[src/rtl/display_scan_ctrl_pkg.sv]
// Shared display definitions: segment/anode polarity and the active-low hex segment table.
// Used by the scan controller and by any other path that drives 7-segment digits.
package display_scan_ctrl_pkg;

   localparam logic AN_ON  = 1'b0;
   localparam logic AN_OFF = 1'b1;
   localparam logic DP_ON  = 1'b0;
   localparam logic DP_OFF = 1'b1;

   localparam logic [6:0] SEG_OFF = 7'h7F;

   // {a,b,c,d,e,f,g}, a segment is lit when its bit is 0
   localparam logic [6:0] HEX_SEG [16] = '{
      7'h01, 7'h4F, 7'h12, 7'h06, 7'h4C, 7'h24, 7'h20, 7'h0F,
      7'h00, 7'h04, 7'h08, 7'h60, 7'h31, 7'h42, 7'h30, 7'h38
   };

endpackage

[src/rtl/display_scan_ctrl_if.sv]
// Bundle between game-state logic (master) and the display scan controller (slave).
interface display_scan_ctrl_if #(
   parameter int N_DIGITS = 4
);
   // load is a one-cycle strobe with no ready: the controller captures dig_* on every
   // cycle load is high, and load_pending reports captured data not yet on the display.
   logic                  enable;
   logic                  load;
   logic [4*N_DIGITS-1:0] dig_val;
   logic [N_DIGITS-1:0]   dig_blank;
   logic [N_DIGITS-1:0]   dig_blink;
   logic [N_DIGITS-1:0]   dig_dp;
   logic [6:0]            seg;
   logic                  dp;
   logic [N_DIGITS-1:0]   an;
   logic                  frame_tick;
   logic                  load_pending;

   modport master (
      output enable, load, dig_val, dig_blank, dig_blink, dig_dp,
      input  seg, dp, an, frame_tick, load_pending
   );

   modport slave (
      input  enable, load, dig_val, dig_blank, dig_blink, dig_dp,
      output seg, dp, an, frame_tick, load_pending
   );

endinterface

[src/rtl/seg7_hex_decoder.sv]
// Combinational hex nibble to active-low 7-segment pattern.
module seg7_hex_decoder
   import display_scan_ctrl_pkg::*;
(
   input  logic [3:0] nibble_i,
   output logic [6:0] seg_o
);

   assign seg_o = HEX_SEG[nibble_i];

endmodule

[src/rtl/display_scan_ctrl.sv]
// N-digit multiplexed 7-segment scan controller with double-buffered loading and blink.
// Build option DISPLAY_DEADTIME_EN: anodes dark for the first 2 cycles of each digit slot.
module display_scan_ctrl
   import display_scan_ctrl_pkg::*;
#(
   parameter int N_DIGITS     = 4,
   parameter int PRESCALE     = 50000,
   parameter int BLINK_FRAMES = 64
) (
   input logic              clk,
   input logic              rst_n,
   display_scan_ctrl_if.slave bus
);

   localparam int IW = (N_DIGITS > 1) ? $clog2(N_DIGITS) : 1;
   localparam int PW = $clog2(PRESCALE);
   localparam int BW = (BLINK_FRAMES > 1) ? $clog2(BLINK_FRAMES) : 1;

   typedef struct packed {
      logic [4*N_DIGITS-1:0] val;
      logic [N_DIGITS-1:0]   blank;
      logic [N_DIGITS-1:0]   blink;
      logic [N_DIGITS-1:0]   dp;
   } digbuf_t;

   localparam digbuf_t BUF_RST = '{val: '0, blank: '1, blink: '0, dp: '0};

   logic [PW-1:0]       presc_q, presc_d;
   logic [IW-1:0]       idx_q, idx_d;
   logic [BW-1:0]       blink_cnt_q, blink_cnt_d;
   logic                blink_phase_q, blink_phase_d;
   digbuf_t             active_q, active_d;
   digbuf_t             pending_q, pending_d;
   logic                pend_q, pend_d;
   logic [6:0]          seg_q, seg_d;
   logic                dp_q, dp_d;
   logic [N_DIGITS-1:0] an_q, an_d;
   logic                ft_q, ft_d;

   logic                tc, boundary, dark;
   logic [3:0]          cur_nib;
   logic [6:0]          dec_seg;
   digbuf_t             in_buf;

   assign cur_nib = active_q.val[{idx_q, 2'b00} +: 4];

   seg7_hex_decoder u_dec (
      .nibble_i (cur_nib),
      .seg_o    (dec_seg)
   );

   always_comb begin
      presc_d       = presc_q;
      idx_d         = idx_q;
      blink_cnt_d   = blink_cnt_q;
      blink_phase_d = blink_phase_q;
      active_d      = active_q;
      pending_d     = pending_q;
      pend_d        = pend_q;
      in_buf        = '{val: bus.dig_val, blank: bus.dig_blank,
                        blink: bus.dig_blink, dp: bus.dig_dp};

      tc       = bus.enable && (presc_q == PW'(PRESCALE - 1));
      boundary = tc && (idx_q == IW'(N_DIGITS - 1));

      if (!bus.enable) begin
         presc_d     = '0;
         idx_d       = '0;
         blink_cnt_d = '0;
      end else if (tc) begin
         presc_d = '0;
         idx_d   = boundary ? '0 : idx_q + IW'(1);
      end else begin
         presc_d = presc_q + PW'(1);
      end

      if (boundary) begin
         if (blink_cnt_q == BW'(BLINK_FRAMES - 1)) begin
            blink_cnt_d   = '0;
            blink_phase_d = ~blink_phase_q;
         end else begin
            blink_cnt_d = blink_cnt_q + BW'(1);
         end
      end

      // A load landing on the boundary bypasses the pending buffer entirely.
      if (bus.load && boundary) begin
         active_d  = in_buf;
         pending_d = in_buf;
         pend_d    = 1'b0;
      end else if (bus.load) begin
         pending_d = in_buf;
         pend_d    = 1'b1;
      end else if (boundary && pend_q) begin
         active_d = pending_q;
         pend_d   = 1'b0;
      end
   end

   always_comb begin
      an_d  = {N_DIGITS{AN_OFF}};
      seg_d = SEG_OFF;
      dp_d  = DP_OFF;
      ft_d  = boundary;
      dark  = active_q.blank[idx_q] | (active_q.blink[idx_q] & blink_phase_q);
      if (bus.enable) begin
         an_d[idx_q] = AN_ON;
`ifdef DISPLAY_DEADTIME_EN
         if (presc_q <= PW'(1)) an_d = {N_DIGITS{AN_OFF}};
`endif
         if (!dark) begin
            seg_d = dec_seg;
            dp_d  = ~active_q.dp[idx_q];
         end
      end
   end

   always_ff @(posedge clk) begin
      if (!rst_n) begin
         presc_q       <= '0;
         idx_q         <= '0;
         blink_cnt_q   <= '0;
         blink_phase_q <= 1'b0;
         active_q      <= BUF_RST;
         pending_q     <= BUF_RST;
         pend_q        <= 1'b0;
         seg_q         <= SEG_OFF;
         dp_q          <= DP_OFF;
         an_q          <= {N_DIGITS{AN_OFF}};
         ft_q          <= 1'b0;
      end else begin
         presc_q       <= presc_d;
         idx_q         <= idx_d;
         blink_cnt_q   <= blink_cnt_d;
         blink_phase_q <= blink_phase_d;
         active_q      <= active_d;
         pending_q     <= pending_d;
         pend_q        <= pend_d;
         seg_q         <= seg_d;
         dp_q          <= dp_d;
         an_q          <= an_d;
         ft_q          <= ft_d;
      end
   end

   assign bus.seg          = seg_q;
   assign bus.dp           = dp_q;
   assign bus.an           = an_q;
   assign bus.frame_tick   = ft_q;
   assign bus.load_pending = pend_q;

endmodule

[src/flat_wrapper.sv]
// flat-port wrapper written by rule: the top's interface ports become plain ports
module display_scan_ctrl_flat import display_scan_ctrl_pkg::*;
#(
   parameter int N_DIGITS     = 4,
   parameter int PRESCALE     = 50000,
   parameter int BLINK_FRAMES = 64
)
  (clk, rst_n, bus_enable, bus_load, bus_dig_val, bus_dig_blank, bus_dig_blink, bus_dig_dp, bus_seg, bus_dp, bus_an, bus_frame_tick, bus_load_pending);
  display_scan_ctrl_if #(.N_DIGITS(N_DIGITS)) bus_i ();
  input logic clk;
  input logic rst_n;
  input wire logic [$bits(bus_i.enable)-1:0] bus_enable;
  input wire logic [$bits(bus_i.load)-1:0] bus_load;
  input wire logic [$bits(bus_i.dig_val)-1:0] bus_dig_val;
  input wire logic [$bits(bus_i.dig_blank)-1:0] bus_dig_blank;
  input wire logic [$bits(bus_i.dig_blink)-1:0] bus_dig_blink;
  input wire logic [$bits(bus_i.dig_dp)-1:0] bus_dig_dp;
  output wire logic [$bits(bus_i.seg)-1:0] bus_seg;
  output wire logic [$bits(bus_i.dp)-1:0] bus_dp;
  output wire logic [$bits(bus_i.an)-1:0] bus_an;
  output wire logic [$bits(bus_i.frame_tick)-1:0] bus_frame_tick;
  output wire logic [$bits(bus_i.load_pending)-1:0] bus_load_pending;
  assign bus_i.enable = bus_enable;
  assign bus_i.load = bus_load;
  assign bus_i.dig_val = bus_dig_val;
  assign bus_i.dig_blank = bus_dig_blank;
  assign bus_i.dig_blink = bus_dig_blink;
  assign bus_i.dig_dp = bus_dig_dp;
  assign bus_seg = bus_i.seg;
  assign bus_dp = bus_i.dp;
  assign bus_an = bus_i.an;
  assign bus_frame_tick = bus_i.frame_tick;
  assign bus_load_pending = bus_i.load_pending;
  display_scan_ctrl #(.N_DIGITS(N_DIGITS), .PRESCALE(PRESCALE), .BLINK_FRAMES(BLINK_FRAMES)) u_core (.clk(clk), .rst_n(rst_n), .bus(bus_i));
endmodule
[config.mk]
export PLATFORM = sky130hd
export DESIGN_NAME = display_scan_ctrl_flat
export DESIGN_NICKNAME = d
export VERILOG_FILES = /design/src/rtl/display_scan_ctrl_pkg.sv /design/src/rtl/display_scan_ctrl_if.sv /design/src/rtl/seg7_hex_decoder.sv /design/src/rtl/display_scan_ctrl.sv /design/src/flat_wrapper.sv
export SDC_FILE = /design/constraint.sdc
export NUM_CORES = 1
export LEC_CHECK = 0
export CAP_MARGIN = 5
export CORE_MARGIN = 4
export CORE_UTILIZATION = 57
export CTS_CLUSTER_SIZE = 28
export DETAILED_ROUTE_END_ITERATION = 16
export DONT_BUFFER_PORTS = 1
export GPL_TIMING_DRIVEN = 0
export PLACE_DENSITY = 0.78
export SETUP_SLACK_MARGIN = 0.05
export SKIP_CTS_REPAIR_TIMING = 1
export SLEW_MARGIN = 15
export SYNTH_ARGS = -nofsm -noshare
export SYNTH_HDL_FRONTEND = slang
export SYNTH_HIERARCHICAL = 1
export SYNTH_SLANG_ARGS = --single-unit
[constraint.sdc]
create_clock -name clk -period 2.4 [get_ports clk]
set_input_delay 0.24 -clock clk [delete_from_list [all_inputs] [get_ports clk]]
set_output_delay 0.24 -clock clk [all_outputs]
set_load 0.03 [all_outputs]
==> results of run 1 <==
-- final timing paths --
check	startpoint	to	slack, ns	cells past startpoint
worst min register to register	u_core/presc_q[0]$_SDFF_PP0_	u_core/presc_q[0]$_SDFF_PP0_	0.47	1
worst min-delay path	bus_dig_blank[2]	u_core/pending_q[10]$_SDFFE_PN1P_	0.04	2
worst max register to register	u_core/idx_q[0]$_SDFFE_PN0P_	u_core/bus.seg[3]$_SDFF_PP1_	0.02	7
worst max-delay path	u_core/idx_q[0]$_SDFFE_PN0P_	u_core/bus.seg[3]$_SDFF_PP1_	0.02	7
-- per-stage QoR --
step	cell area [um^2]	utilization [%]
after floorplan	4280	-
after global placement	4410	60.4
after detailed placement	4410	60.4
after CTS	4620	63.4
after global routing	4650	63.8
final	4650	63.8
-- state kept, by name (all words and copies together), names as in the netlist --
name / cells
u_core/bus.an: 4
u_core/active_q: 28
u_core/blink_phase_q: 1
u_core/bus.frame_tick: 1
u_core/blink_cnt_q: 6
u_core/idx_q: 2
u_core/pending_q: 28
u_core/bus.load_pending: 1
u_core/bus.dp: 1
u_core/presc_q: 16
u_core/bus.seg: 7
-- metal layers --
layer	up-vias	routed length, um
met5	-	0
met1	1405	3840
met2	48	4190
met4	0	87
li1	1463	-
met3	7	300
-- cell usage after synthesis (6+ instances only) --
library cell	instances	share of area, %
dfxtp_1	95	44
mux2i_1	33	7.7
and2_1	25	3.7
nor2b_1	25	3.7
mux2_2	20	5.3
nand2_1	20	1.8
nor2_1	15	1.3
o21ai_0	14	1.6
clkbuf_1	13	1.1
ha_1	13	3.8
mux2_1	12	3.2
nand3_1	11	1.3
or2_2	8	1.2
a21oi_1	7	0.82
inv_1	7	0.61
nand4_1	7	1.0
xor2_1	7	1.4
nand2b_1	6	0.88
-- final cells by class --
class / instances / area share (%)
Buffer: 22 / 2.72
Sequential cell: 95 / 41.0
Tap cell: 99 / 2.66
Clock inverter: 5 / 1.37
Inverter: 8 / 0.699
Multi-Input combinational cell: 284 / 48.2
Timing Repair Buffer: 1 / 0.161
Clock buffer: 11 / 3.25
-- kinds of logic (layout without fill, tap and decap cells) --
family / Yosys count / in the layout / share of synthesized area (%)
XOR/XNOR: 11 / 11 / 2.25
adder cells (fa/ha/maj): 13 / 13 / 3.80
AND/OR/NAND/NOR: 146 / 146 / 20.3
multiplexers: 71 / 71 / 19.4
flip-flops: 95 / 95 / 44.4
buffers and inverters: 30 / 47 / 3.39
AO/OA/AOI/OAI: 43 / 43 / 6.49
-- worst max-delay path, delay by kind of cell (launching register included) --
family | cells | cell delay (ns)
fa+ha+maj | 1 | 0.16
buf+inv | 3 | 0.32
flops | 1 | 0.40
simple gates | 1 | 0.30
mux | 2 | 1.09
-- report_power, final --
group	switching [mW]	internal, mW	leakage (nW)
combinational	0.0669	0.0436	0.907
clock	0.546	0.546	0.106
sequential	0.0143	1.60	0.773
total	0.628	2.19	1.79
==> metrics.md, run 1 <==
| Metric | Value |
|---|---|
| Multi-input logic area | `0.00224 mm^2` |
| Period minus WS final | `2.38 ns` |
| Worst Setup End Kind | `register` |
| P_leak | `1.79 nW` |
| GRT met2 Usage | `33.4%` |
| First-pass GRT wire length | `13.9 mm` |
| Final Power | `2.82 mW` |
| Syn. warnings | `6` |
| Setup Skew | `0.0113 ns` |
| Power per cell area | `607 mW/mm^2` |
| Initial Utilization | `58.7%` |
| Number of synthesized register bits | `95` |
| I/O pin count | `46` |
| Drt pass-1 iters | `4` |
| DRC | `0` |
| Post-DP HPWL | `6.05 mm` |
| Avg Cell Area, Syn | `10.5 um^2` |
| Mapped Cells | `409` |
| Post-route ant nets | `0` |
| Worst-path clk slew | `0.09 ns` |
| Core area | `0.00729 mm^2` |
| CTS tree | `yes` |
| Crit-path cells | `buf_8 > mux4_2 > inv_4 > ha_1 > inv_1 > mux4_1 > or2_2` |
| Area Overhead vs Synth | `8.65%` |
| Initial antenna violation count | `0` |
| Post-Layout Cell Count | `525` |
| Post-synth EDFFs | `0` |
| Final setup TNS | `0 ns` |
| CP max-delay cell | `mux4_2` |
| Chip height | `94.7 um` |
| # fillers | `608` |
| Rows | `31` |
| Placed Cells | `508` |
| WP data arrival | `2.62 ns` |
| Period utilization | `99.1%` |
| Max-cap viol count | `0` |
| Top Usage Layer GRT | `met2` |
| Final setup margin | `0.0227 ns` |
| DR iter-0 viols | `126` |
| Ant. Diodes | `0` |
| Routing usage on met3 | `4.46%` |
| Post-synthesis sequential area ratio | `44.4%` |
| Wire per inst | `16.0 um` |
| VDD IR max | `0.361 mV` |
| Die area | `0.00896 mm^2` |
| Grt ovf | `0` |
| Syn nets | `454` |
| Clk Latency, worst-skew pair | `0.35 ns` |
| Worst path max stage delay | `0.62 ns` |
| Pre-CTS setup slack | `-0.236 ns` |
| Port bufs | `0` |
| Relative slew slack | `47.5%` |
| Worst Max-Slew Pin Slew | `0.779 ns` |
| Final hold vios | `0` |
| Worst path required time | `2.64 ns` |
| Post-synth top flop | `dfxtp_1` |
| Hold Path Class | `in -> reg` |
| Largest net degree at the start of global routing | `17` |
| Most frequent cells in the layout | `94 x dfxtp_1, 33 x mux2i_1, 25 x nor2b_1, 25 x and2_1` |
| Vias in the first global route | `2874` |
| Status | `finished clean` |
| Via-per-instance ratio | `5.57` |
| CTS max path bufs | `2` |
| CTS Buf Count | `9` |
| Clk sinks | `95` |
| Overall routing resource usage | `20.0%` |
| GP Congestion | `0.857` |
| Chip width | `94.7 um` |
| Crit path max fanout | `10` |
| Total wire length | `8.41 mm` |
| Clock root cell | `clkbuf_8` |
| # setup viols final | `0` |
| Most common cell after layout, fill and taps aside | `dfxtp_1` |
| Met1 GRT Util | `25.3%` |
| Smallest hold slack | `0.0365 ns` |
| CP startpoint kind | `register` |
| CTS H-tree lvls | `3` |
| Via count | `2923` |
| Yosys cell types | `49` |
| Layout cells sized above 1 | `16.2%` |
| RSZ-0062 raised after global routing | `true` |
| Synth Cell Area | `0.00428 mm^2` |
| Critical path class | `reg -> reg` |
| Slew Limit Fails | `0` |
| Reg area | `0.00191 mm^2` |
| Final nets | `466` |
| Fmax | `421 MHz` |
| Asr flop ratio synth | `0%` |
No activity file was read; power rests on OpenSTA's default activity.
==> inputs of run 2 (changes only) <==
- REMOVE_ABC_BUFFERS: not set -> 1
==> run 2 against run 1 <==
Net effect: worst hold slack lost 0.016 ns; combinational power shrank 34%; die area unchanged; critical endpoint unchanged; flip-flop and latch count did not move; final cell count fell by 3.2%; design area decreased by 1.3%; largest cell class unchanged.
==> metrics.md, run 2 (synthesized netlist as in run 1, its figures left out) <==
| Metric | Value |
|---|---|
| GP Congestion | `0.854 (was 0.857)` |
| Clk sinks | `95 (unchanged)` |
| Layout cells sized above 1 | `15.6% (was 16.2%)` |
| Area Overhead vs Synth | `7.25% (was 8.65%)` |
| Vias in the first global route | `2751 (was 2874)` |
| CTS max path bufs | `2 (unchanged)` |
| Crit path max fanout | `14 (was 10)` |
| Critical path class | `reg -> reg (unchanged)` |
| Drt pass-1 iters | `4 (unchanged)` |
| Switching portion of total power | `21.4% (was 22.2%)` |
| FF-to-FF setup slack | `0.14 ns (was 0.02 ns)` |
| Status | `finished clean (unchanged)` |
| WP data arrival | `2.50 ns (was 2.62 ns)` |
| Largest net degree at the start of global routing | `74 (was 17)` |
| Fmax | `443 MHz (was 421 MHz)` |
| Final setup TNS | `0 ns (unchanged)` |
| Post-Layout Cell Count | `508 (was 525)` |
| Chip width | `94.7 um (unchanged)` |
| Grt ovf | `0 (unchanged)` |
| P_leak | `1.74 nW (was 1.79 nW)` |
| Setup Skew | `0.00645 ns (was 0.0113 ns)` |
| Met2 WL post-DR | `3.83 mm (was 4.19 mm)` |
| Period utilization | `94.0% (was 99.1%)` |
| Period minus WS final | `2.26 ns (was 2.38 ns)` |
| Rows | `31 (unchanged)` |
| Worst-path clk slew | `0.09 ns (about the same)` |
| Initial antenna violation count | `0 (unchanged)` |
| # setup viols final | `0 (unchanged)` |
| Biggest regs | `u_core/active_q x28, u_core/pending_q x28, u_core/presc_q x16 (unchanged)` |
| First-pass GRT wire length | `12.5 mm (was 13.9 mm)` |
| RSZ-0062 raised after global routing | `false (was true)` |
| Post-DP HPWL | `5.00 mm (was 6.05 mm)` |
| Chip height | `94.7 um (unchanged)` |
| CTS H-tree lvls | `3 (unchanged)` |
| Via count | `2816 (was 2923)` |
| P_int | `2.12 mW (was 2.19 mW)` |
| Port bufs | `0 (unchanged)` |
| Die area | `0.00896 mm^2 (unchanged)` |
| Slew Limit Fails | `0 (unchanged)` |
| # fillers | `616 (was 608)` |
| Max-cap viol count | `0 (unchanged)` |
| Post-route core utilization | `63.0% (was 63.8%)` |
| Reg power frac | `60.1% (was 57.4%)` |
| Clk Latency, worst-skew pair | `0.35 ns (about the same)` |
| CTS tree | `yes (unchanged)` |
| Clock root cell | `clkbuf_8 (unchanged)` |
| Relative slew slack | `40.6% (was 47.5%)` |
| Worst Setup End Kind | `register (unchanged)` |
| Placed Cells | `487 (was 508)` |
| Worst Max-Slew Pin Slew | `0.882 ns (was 0.779 ns)` |
| HP Start | `bus_enable (was bus_dig_blank[2])` |
| Power share of the combinational group | `2.7% (was 3.9%)` |
| Final hold vios | `0 (unchanged)` |
| Final Power | `2.69 mW (was 2.82 mW)` |
| Most frequent cells in the layout | `93 x dfxtp_1, 33 x mux2i_1, 25 x nor2b_1, 25 x and2_1 (was 94 x dfxtp_1, 33 x mux2i_1, 25 x nor2b_1, 25 x and2_1)` |
| Worst Setup SP | `u_core/idx_q[0]$_SDFFE_PN0P_ (unchanged)` |
| Worst reg2reg path startpoint | `u_core/idx_q[0]$_SDFFE_PN0P_ (unchanged)` |
| CTS Buf Count | `9 (unchanged)` |
| Clock power frac | `37.2% (was 38.7%)` |
| Ant. Diodes | `0 (unchanged)` |
| WL met1 | `3.57 mm (was 3.84 mm)` |
| Hold Path Class | `in -> reg (unchanged)` |
| Worst path required time | `2.65 ns (was 2.64 ns)` |
| Initial Utilization | `58.7% (unchanged)` |
| Final nets | `450 (was 466)` |
| VDD IR max | `0.306 mV (was 0.361 mV)` |
| Post-route ant nets | `0 (unchanged)` |
| CP startpoint kind | `register (unchanged)` |
| Overall routing resource usage | `17.7% (was 20.0%)` |
| Wire per inst | `15.3 um (was 16.0 um)` |
| NetSw | `577 uW (was 628 uW)` |
| Power per cell area | `587 mW/mm^2 (was 607 mW/mm^2)` |
| DR iter-0 viols | `123 (was 126)` |
| Core area | `0.00729 mm^2 (unchanged)` |
| I/O pin count | `46 (unchanged)` |
| Via-per-instance ratio | `5.54 (was 5.57)` |
| Most common cell after layout, fill and taps aside | `dfxtp_1 (unchanged)` |
| DRC | `0 (unchanged)` |
| Top layer in use | `met4 (unchanged)` |
| Total wire length | `7.76 mm (was 8.41 mm)` |
| Wire length on met3 | `273 um (was 300 um)` |
run 2: cell types whose count changed in the layout (fill, tap and decap cells not counted), moves of 2 or more:
cell,change
buf_2,-4
buf_4,+2
buf_6,-3
clkbuf_1,-12
clkbuf_8,-2
clkinv_2,+2
clkinv_4,-2
clkinvlp_4,+2
dlygate4sd3_1,+2
run 2: per-stage QoR:
step | hold slack, ns | cell area, um^2 | worst slack, ns
2_1_floorplan | 0.317 | 4170 | -0.0494
3_3_place_gp | 0.332 | 4290 | -0.456
3_5_place_dp | 0.339 | 4320 | -0.352
4_1_cts | -0.0371 | 4500 | -0.355
5_1_grt | 0.00751 | 4590 | 0.0665
6_report | 0.0201 | 4590 | 0.144
run 2: worst max-delay path, cell delays in order, from the launching register on:
cell	delay [ns]
dfxtp_4	0.49
mux4_2	0.64
inv_4	0.13
ha_4	0.14
inv_1	0.04
mux4_1	0.47
or2_4	0.25
run 2: power by group through the flow:
stage | Sequential, mW | Clock (mW) | Combinational [mW]
after detailed placement | 1.66 | 0 | 0.0683
after floorplan | 1.65 | 0 | 0.0591
after global placement | 1.66 | 0 | 0.0661
after CTS | 1.62 | 1.03 | 0.0689
after global routing | 1.62 | 1.10 | 0.0828
final | 1.62 | 1.00 | 0.0723
run 2: metal layers:
metal	track usage (%)	up-vias
li1	-	1425
met1	21.4	1346
met2	29.9	37
met3	5.18	8
met4	6.13	0
met5	0	-
run 2: final cells by class:
class	count	area, um^2	area share (%)
inverters	8	32.5	0.708
multi-input cells	284	2260	49.3
clock buffers	9	124	2.70
well taps	99	124	2.70
clock inverters	6	62.6	1.36
repair buffers	7	77.6	1.69
flip-flops and latches	95	1910	41.5
run 2: path summary, 6_finish.rpt:
kind	end	depth (start not counted)
max	u_core/bus.seg[3]$_SDFF_PP1_	6
min	u_core/idx_q[0]$_SDFFE_PN0P_	2
max reg2reg	u_core/bus.seg[3]$_SDFF_PP1_	6
min reg2reg	u_core/presc_q[0]$_SDFF_PP0_	1
==> inputs of run 3 (changes only) <==
- TNS_END_PERCENT: not set -> 10
==> run 3 against run 2 <==
Net effect: sequential power hardly changed; critical path depth stayed put; via count is 0.60% higher.
==> metrics.md, run 3 (synthesized netlist as in run 1, its figures left out) <==
| Metric | Value |
|---|---|
| Placed Cells | `487 (unchanged)` |
| Largest net degree at the start of global routing | `74 (unchanged)` |
| Core area | `0.00729 mm^2 (unchanged)` |
| Clk sinks | `95 (unchanged)` |
| Worst Setup SP | `u_core/idx_q[0]$_SDFFE_PN0P_ (unchanged)` |
| Post-Layout Cell Count | `506 (was 508)` |
| Period utilization | `93.9% (was 94.0%)` |
| First-pass GRT wire length | `12.5 mm (unchanged)` |
| Layout cells sized above 1 | `15.5% (was 15.6%)` |
| Placed cell area | `0.00432 mm^2 (unchanged)` |
| Fmax | `443 MHz (about the same)` |
| Post-DP HPWL | `5.00 mm (unchanged)` |
| Hold depth | `2 (unchanged)` |
| Switching portion of total power | `21.5% (was 21.4%)` |
| Grt ovf | `0 (unchanged)` |
| CTS Buf Count | `9 (unchanged)` |
| Worst path required time | `2.65 ns (about the same)` |
| # fillers | `617 (was 616)` |
| Reg power frac | `60.0% (was 60.1%)` |
| Relative slew slack | `39.6% (was 40.6%)` |
| Clock power frac | `37.3% (was 37.2%)` |
| FF-to-FF setup slack | `0.15 ns (was 0.14 ns)` |
| GP Congestion | `0.854 (unchanged)` |
| Vias in the first global route | `2751 (unchanged)` |
| Power per cell area | `589 mW/mm^2 (was 587 mW/mm^2)` |
| CTS tree | `yes (unchanged)` |
| RSZ-0062 raised after global routing | `false (unchanged)` |
| DR iter-0 viols | `118 (was 123)` |
| NetSw | `581 uW (was 577 uW)` |
| Clock root cell | `clkbuf_8 (unchanged)` |
| Clk Latency, worst-skew pair | `0.35 ns (about the same)` |
| DRC | `0 (unchanged)` |
| Overall routing resource usage | `17.7% (unchanged)` |
| Smallest hold slack | `0.0173 ns (was 0.0201 ns)` |
| Hold Path Sink | `u_core/idx_q[0]$_SDFFE_PN0P_ (unchanged)` |
| Reg area | `0.00191 mm^2 (unchanged)` |
| CTS max path bufs | `2 (unchanged)` |
| Most common cell after layout, fill and taps aside | `dfxtp_1 (unchanged)` |
| Final Power | `2.70 mW (was 2.69 mW)` |
| Ant. Diodes | `0 (unchanged)` |
| Status | `finished clean (unchanged)` |
| Final setup margin | `0.145 ns (was 0.144 ns)` |
| P_leak | `1.74 nW (about the same)` |
| Area Overhead vs Synth | `6.93% (was 7.25%)` |
| Multi-input logic area | `0.00227 mm^2 (was 0.00226 mm^2)` |
| Total wire length | `7.72 mm (was 7.76 mm)` |
| Reg2reg end | `u_core/bus.seg[3]$_SDFF_PP1_ (unchanged)` |
| # setup viols final | `0 (unchanged)` |
| Final nets | `448 (was 450)` |
| Worst Setup End Kind | `register (unchanged)` |
| CTS H-tree lvls | `3 (unchanged)` |
| Via count | `2833 (was 2816)` |
| Rows | `31 (unchanged)` |
| Worst-path clk slew | `0.09 ns (about the same)` |
| Chip width | `94.7 um (unchanged)` |
| P_int | `2.12 mW (about the same)` |
| Period minus WS final | `2.25 ns (was 2.26 ns)` |
| Max-cap viol count | `0 (unchanged)` |
| Initial antenna violation count | `0 (unchanged)` |
| Worst Max-Slew Pin Slew | `0.896 ns (was 0.882 ns)` |
| Fin area | `0.00458 mm^2 (was 0.00459 mm^2)` |
| Initial Utilization | `58.7% (unchanged)` |
| Slew Limit Fails | `0 (unchanged)` |
| I/O pin count | `46 (unchanged)` |
| Power share of the combinational group | `2.7% (about the same)` |
| Post-route ant nets | `0 (unchanged)` |
| VDD IR max | `0.306 mV (about the same)` |
| Hold Path Class | `in -> reg (unchanged)` |
| Final hold vios | `0 (unchanged)` |
| Worst reg2reg path startpoint | `u_core/idx_q[0]$_SDFFE_PN0P_ (unchanged)` |
| Pre-CTS setup slack | `-0.352 ns (unchanged)` |
| Via-per-instance ratio | `5.60 (was 5.54)` |
| Most frequent cells in the layout | `93 x dfxtp_1, 33 x mux2i_1, 25 x nor2b_1, 25 x and2_1 (unchanged)` |
| WP data arrival | `2.51 ns (was 2.50 ns)` |
| Biggest regs | `u_core/active_q x28, u_core/pending_q x28, u_core/presc_q x16 (unchanged)` |
| Wire per inst | `15.2 um (was 15.3 um)` |
| HP Start | `bus_enable (unchanged)` |
| Setup Skew | `0.00670 ns (was 0.00645 ns)` |
| Die area | `0.00896 mm^2 (unchanged)` |
| Drt pass-1 iters | `6 (was 4)` |
| CP startpoint kind | `register (unchanged)` |
| Worst R2R Path Depth | `6 (unchanged)` |
| Chip height | `94.7 um (unchanged)` |
| Port bufs | `0 (unchanged)` |
| Critical path class | `reg -> reg (unchanged)` |
| Crit path max fanout | `14 (unchanged)` |
run 3: cell types whose count changed in the layout (fill, tap and decap cells not counted):
cell and delta:
buf_4 -2, and3_2 +1, and3_1 -1
run 3: layer usage:
metal / global-route usage, % / up-vias / routed length [um]
met2: 29.9 / 49 / 3870
met3: 5.18 / 4 / 284
li1: - / 1425 / -
met5: 0 / - / 0
met4: 6.13 / 0 / 58
met1: 21.4 / 1355 / 3500
run 3: power groups by stage:
stage / sequential [mW] / clock [mW] / combinational [mW]
after floorplan: 1.65 / 0 / 0.0591
after global placement: 1.66 / 0 / 0.0661
after detailed placement: 1.66 / 0 / 0.0683
after CTS: 1.62 / 1.03 / 0.0689
after global routing: 1.62 / 1.10 / 0.0828
final: 1.62 / 1.01 / 0.0724
run 3: how the worst max path moves through the flow:
| stage | end | slack, ns | depth (start not counted) |
|---|---|---|---|
| global placement | u_core/active_q[6]$_SDFFE_PN0P_ | -0.46 | 4 |
| floorplan | u_core/bus.seg[3]$_SDFF_PP1_ | -0.05 | 6 |
| finish | u_core/bus.seg[3]$_SDFF_PP1_ | 0.15 | 6 |
| detailed placement | u_core/bus.seg[3]$_SDFF_PP1_ | -0.35 | 6 |
| global route | u_core/bus.seg[3]$_SDFF_PP1_ | 0.07 | 6 |
| CTS | u_core/bus.seg[3]$_SDFF_PP1_ | -0.35 | 6 |
run 3: critical path, cell delays in order (launching register included):
cell and delay, ns:
dfxtp_4 0.49, mux4_2 0.64, inv_4 0.13, ha_4 0.14, inv_1 0.04, mux4_1 0.47
or2_4 0.25
run 3: metrics by stage:
stage | setup TNS, ns | util, %
global route | 0 | 62.8
floorplan | -0.0494 | -
CTS | -3.94 | 61.8
global placement | -12.78 | 58.8
detailed placement | -3.76 | 59.2
finish | 0 | 62.8
run 3: area by class of cell:
cell class	count	share of cell area, %
Clock buffer	9	2.71
Clock inverter	6	1.37
Inverter	8	0.711
Multi-Input combinational cell	284	49.5
Sequential cell	95	41.7
Tap cell	99	2.71
Timing Repair Buffer	5	1.37
